[src/rtl/mc_control_fsm.sv]
// Multi-cycle CPU main control FSM (Moore): decodes the registered state into datapath enables.
// Optional macro MEM_WAIT_EN: FETCH, MEMRD and MEMWR stall until MemReady is sampled high.
module mc_control_fsm #(
  parameter int STATE_WIDTH = 4
) (
  input  logic                   Clk,
  input  logic                   Reset,
  input  logic [5:0]             Opcode,
  input  logic                   MemReady,
  output logic                   PCWrite,
  output logic                   PCWriteCond,
  output logic                   IorD,
  output logic                   MemRead,
  output logic                   MemWrite,
  output logic                   IRWrite,
  output logic                   MemtoReg,
  output logic                   ALUSrcA,
  output logic                   RegWrite,
  output logic                   RegDst,
  output logic                   Illegal,
  output logic [1:0]             PCSource,
  output logic [1:0]             ALUSrcB,
  output logic [1:0]             ALUOp,
  output logic [STATE_WIDTH-1:0] State
);

  localparam logic [5:0] OP_RTYPE = 6'b000000;
  localparam logic [5:0] OP_LW    = 6'b100011;
  localparam logic [5:0] OP_SW    = 6'b101011;
  localparam logic [5:0] OP_BEQ   = 6'b000100;
  localparam logic [5:0] OP_J     = 6'b000010;

  typedef enum logic [3:0] {
    FETCH  = 4'd0,
    DECODE = 4'd1,
    MEMADR = 4'd2,
    MEMRD  = 4'd3,
    MEMWB  = 4'd4,
    MEMWR  = 4'd5,
    EXEC   = 4'd6,
    ALUWB  = 4'd7,
    BRANCH = 4'd8,
    JUMP   = 4'd9
  } state_t;

  state_t     state, nextState;
  logic [5:0] opcodeQ;
  logic       illegalQ, illegalD;
  logic       memGo;

`ifdef MEM_WAIT_EN
  assign memGo = MemReady;
`else
  logic unusedMemReady;
  assign unusedMemReady = MemReady;
  assign memGo          = 1'b1;
`endif

  always_ff @(posedge Clk) begin
    if (Reset) begin
      state    <= FETCH;
      opcodeQ  <= '0;
      illegalQ <= 1'b0;
    end else begin
      state    <= nextState;
      illegalQ <= illegalD;
      if (state == DECODE) opcodeQ <= Opcode;
    end
  end

  always_comb begin
    nextState = FETCH;
    illegalD  = 1'b0;
    case (state)
      FETCH:  nextState = memGo ? DECODE : FETCH;
      DECODE: begin
        case (Opcode)
          OP_LW, OP_SW: nextState = MEMADR;
          OP_RTYPE:     nextState = EXEC;
          OP_BEQ:       nextState = BRANCH;
          OP_J:         nextState = JUMP;
          default: begin
            nextState = FETCH;
            illegalD  = 1'b1;
          end
        endcase
      end
      // MEMADR steers on the opcode captured during DECODE, not the live input
      MEMADR: begin
        if (opcodeQ == OP_LW)      nextState = MEMRD;
        else if (opcodeQ == OP_SW) nextState = MEMWR;
        else                       nextState = FETCH;
      end
      MEMRD:  nextState = memGo ? MEMWB : MEMRD;
      MEMWR:  nextState = memGo ? FETCH : MEMWR;
      EXEC:   nextState = ALUWB;
      default: nextState = FETCH;
    endcase
  end

  always_comb begin
    PCWrite     = 1'b0;
    PCWriteCond = 1'b0;
    IorD        = 1'b0;
    MemRead     = 1'b0;
    MemWrite    = 1'b0;
    IRWrite     = 1'b0;
    MemtoReg    = 1'b0;
    ALUSrcA     = 1'b0;
    RegWrite    = 1'b0;
    RegDst      = 1'b0;
    PCSource    = 2'b00;
    ALUSrcB     = 2'b00;
    ALUOp       = 2'b00;
    case (state)
      FETCH: begin
        MemRead = 1'b1;
        IRWrite = 1'b1;
        ALUSrcB = 2'b01;
        PCWrite = 1'b1;
      end
      DECODE: ALUSrcB = 2'b11;
      MEMADR: begin
        ALUSrcA = 1'b1;
        ALUSrcB = 2'b10;
      end
      MEMRD: begin
        MemRead = 1'b1;
        IorD    = 1'b1;
      end
      MEMWB: begin
        RegWrite = 1'b1;
        MemtoReg = 1'b1;
      end
      MEMWR: begin
        MemWrite = 1'b1;
        IorD     = 1'b1;
      end
      EXEC: begin
        ALUSrcA = 1'b1;
        ALUOp   = 2'b10;
      end
      ALUWB: begin
        RegWrite = 1'b1;
        RegDst   = 1'b1;
      end
      BRANCH: begin
        ALUSrcA     = 1'b1;
        ALUOp       = 2'b01;
        PCWriteCond = 1'b1;
        PCSource    = 2'b01;
      end
      JUMP: begin
        PCWrite  = 1'b1;
        PCSource = 2'b10;
      end
      default: ;
    endcase
  end

  assign Illegal = illegalQ;
  assign State   = STATE_WIDTH'(state);

endmodule
[config.mk]
export PLATFORM = sky130hd
export DESIGN_NAME = mc_control_fsm
export DESIGN_NICKNAME = d
export VERILOG_FILES = /design/src/rtl/mc_control_fsm.sv
export SDC_FILE = /design/constraint.sdc
export NUM_CORES = 1
export LEC_CHECK = 0
export ABC_AREA = 1
export BUFFER_PORTS_ARGS = -buffer_cell sky130_fd_sc_hd__buf_2
export CAP_MARGIN = 20
export CORE_MARGIN = 2
export CORE_UTILIZATION = 30
export CTS_CLUSTER_SIZE = 40
export DETAILED_ROUTE_END_ITERATION = 10
export PLACE_DENSITY_LB_ADDON = 0.15
export SLEW_MARGIN = 10
export SYNTH_ARGS = -nofsm -noshare
export SYNTH_HDL_FRONTEND = slang
export SYNTH_SLANG_ARGS = --single-unit
[constraint.sdc]
create_clock -name Clk -period 3.15 [get_ports Clk]
set_input_delay 0.7875 -clock Clk [delete_from_list [all_inputs] [get_ports Clk]]
set_output_delay 0.7875 -clock Clk [all_outputs]
set_load 0.02 [all_outputs]
==> impl_metrics.csv <==
group,metric,value,unit
outcome,status,"completed",
sta,finalClockSkew,7.947,ps
worst_setup_path,crit_required,2360,ps
cts,cts_setup_buffers,0,
synth,synth_edf_count,0,
route,routed_wl,1.581,mm
synth,ys_types,20,
cts,cts-root-buf,"clkbuf_4",
synth,ys_ff_latch,11,
route,drt-initial-drc-count,17,
cts,cts_resized,0,
worst_setup_path,arrival,1500,ps
grt,grt_pass1_wl,2.539,mm
grt,overflow,0,
cts,cts_tree,"yes",
cts,cts.sinks,11,
finish,antenna_cells,0,
cts,cts_buffers,3,
power_and_ir_drop,switching_share,0.2989,
finish,fin_nets,150,
finish,multi_input_area,366.6,sq um
power_and_ir_drop,switchingPower,92.56,uW
sta,worstMarginPinSlew,317.3,ps
synth,synth_top_area_frac,0.3235,
cts,path_clk_slew,70,ps
sta,setup_violations,0,
placed_design,pre_cts_ws,1152,ps
placed_design,placed_area,837.1,sq um
synth,avgSynthCellArea,6.188,sq um
floorplanning,die_width,51.63,microns
route,drc_errors,0,
power_and_ir_drop,p_seq_frac,0.494,
floorplanning,initial_core_util,0.3137,
synth,netlist_area,680.7,sq um
worst_setup_path,reg2regPathDepth,6,
cts,cts_htree_levels,1,
synth,synthTopCellsByCount,"22 x nand2_1, 22 x nor2_1, 18 x inv_1, 11 x dfxtp_1, 9 x a21oi_1",
sta,post-route-min-period,2285,ps
floorplanning,io_pins,30,
sta,relSlewSlack,0.7879,
sta,finalHoldViolations,0,
synth,synthCells,110,
worst_setup_path,path_cells,"inv_2 -> nand2_2 -> nor2_4 -> inv_1 -> nand2_1 -> buf_2",
finish,seqCellArea,220.2,sq um
worst_setup_path,max_stage_delay,350,ps
power_and_ir_drop,irDropWorstVdd,0.0002340,V
synth,synth_area_leaders,"dfxtp_1 32%, nand2_1 12%, nor2_1 12%, inv_1 9.9%, a21oi_1 6.6%",
cts,clock_latency,270,ps
finish,finish.instance_area,863.3,sq um
synth,yosysSeqAreaShare,0.3235,
min_path,hp-start,"opcodeQ[2]$_SDFFE_PP0P_",
floorplanning,rows,17,
finish,layout-area-overhead-vs-synth,26.84,%
placed_design,place_congestion,0.7783,
sta,worst_slack,865.0,ps
sta,tns,0,ps
sta,period_share,0.7254,
floorplanning,dieArea,2666,sq um
synth,syn_nets,119,
grt,grt_pass1_vias,632,
power_and_ir_drop,power-per-cell-area,358.7,nW/um^2
worst_setup_path,critPathLaunchType,"flop",
job,drv_cap,0,
min_path,holdPathEnd,"opcodeQ[2]$_SDFFE_PP0P_",
cts,ctsHoldBuffers,0,
placed_design,dp_hpwl,1.275,mm
route,routedWlPerCell,9.411,microns
sta,fmax,437.6,MHz
worst_setup_path,criticalPathCategory,"reg2out",
floorplanning,floorplan.die.height,51.63,microns
synth,yosysWarningCount,0,
synth,synth_ff_type,"dfxtp_1",
worst_setup_path,r2r_end,"opcodeQ[2]$_SDFFE_PP0P_",
finish,drive_gt1_frac,0.2786,
synth,synth_area_leader_cell,"dfxtp_1",
grt,antenna_found_initial,0,
power_and_ir_drop,intPower,217.1,uW
floorplanning,core_region_area,2170,sq um
min_path,hold_path_depth,2,
worst_setup_path,rrSetupSlack,1840,ps
placed_design,place.port_buffers,28,
min_path,hold_path_class,"reg2reg",
route,vias,734,
route,drtAntennaViolNets,0,
worst_setup_path,crit_path_end_kind,"output port",
power_and_ir_drop,comb_power_share,0.197,
sta,rsz0062_at_grt,"false",
route,drtPass1Iterations,4,
power_and_ir_drop,p_clk_frac,0.309,
synth,async_reset_ff_frac,0,
power_and_ir_drop,leakage,0.0004601,uW
route,viasPerCell,4.369,
grt,grt_usage,0.1292,
power_and_ir_drop,p_total,309.7,uW
finish,fillers,248,
worst_setup_path,r2r_start,"State[1]$_SDFF_PP0_",
worst_setup_path,cp_slowest_cell,"dfxtp_1",
sta,drv_slew,0,
worst_setup_path,crit_fanout,13,
grt,grt_start_max_net_pins,14,
cts,clock_path_buffers,2,
## registers in the layout (all words and copies together) (netlist names)
| signal | count |
|---|---|
| Illegal | 1 |
| State | 4 |
| opcodeQ | 6 |
## power by group through the flow
stage | clock network [uW] | registers [uW] | logic, uW
after floorplan | 0 | 158 | 41.3
final | 95.6 | 153 | 61.0
after global placement | 0 | 156 | 60.7
after global routing | 106 | 154 | 68.9
after detailed placement | 0 | 156 | 61.0
after CTS | 96.7 | 153 | 61.3
## stage by stage
step,util,hold slack [ps],instances
global placement,0.3858,448.8,164
floorplan,-,430.1,110
finish,0.3979,461.1,168
CTS,0.3979,464.7,168
global route,0.3979,512.0,168
detailed placement,0.3858,454.7,164
## critical path: cells and delay by family (launching register included)
| kind | cells | cell delay (ps) |
|---|---|---|
| and+or+nand+nor | 3 | 480 |
| DFF | 1 | 350 |
| buffers and inverters | 3 | 390 |
## layout by cell type, fill, tap and decap left out
| cell type | Yosys | layout |
|---|---|---|
| buf_2 | 0 | 28 |
| nand2_1 | 22 | 22 |
| nor2_1 | 22 | 22 |
| inv_1 | 18 | 18 |
| dfxtp_1 | 11 | 11 |
| a21oi_1 | 9 | 9 |
| o21ai_0 | 6 | 6 |
| nand3b_1 | 3 | 3 |
| nand3_1 | 3 | 3 |
| clkbuf_4 | 0 | 3 |
| inv_2 | 2 | 2 |
| nor2_4 | 2 | 2 |
| o21ai_1 | 2 | 2 |
| nor3_1 | 2 | 2 |
| nand2_2 | 1 | 1 |
| nor2_2 | 1 | 1 |
| o22ai_1 | 1 | 1 |
| nand4_1 | 1 | 1 |
| nand2_4 | 1 | 1 |
| nor3_2 | 1 | 1 |
| clkbuf_1 | 0 | 1 |
## layer usage
layer | wire length [microns] | track usage
met1 | 786 | 0.1545
met2 | 681 | 0.2030
met3 | 85 | 0.03736
met4 | 27 | 0.07895
met5 | 0 | 0
## layout make-up
class / count / share of cell area
flip-flops and latches: 11 / 0.2551
inverters: 20 / 0.08696
multi-input cells: 77 / 0.4246
well taps: 28 / 0.04058
repair buffers: 28 / 0.1623
clock buffers: 4 / 0.03043
## how the worst max path moves through the flow
stage                   startpoint          to  slack [ps]  cells after the start
6_report       State[1]$_SDFF_PP0_  ALUSrcB[1]         870                      6
5_1_grt        State[0]$_SDFF_PP0_  ALUSrcB[1]         760                      5
3_3_place_gp   State[2]$_SDFF_PP0_  ALUSrcB[1]        1150                      6
3_5_place_dp   State[2]$_SDFF_PP0_  ALUSrcB[1]        1150                      6
2_1_floorplan  State[1]$_SDFF_PP0_     PCWrite        1040                      5
4_1_cts        State[1]$_SDFF_PP0_  ALUSrcB[1]         860                      6
## logic make-up (layout without fill, tap and decap cells)
family          after synthesis  count (layout)  synth area share
simple gates                 59              59            0.4044
buf+inv                      22              52            0.1379
compound gates               18              18            0.1342
flops                        11              11            0.3235
Note: power is estimated with default switching activity, not from simulation.
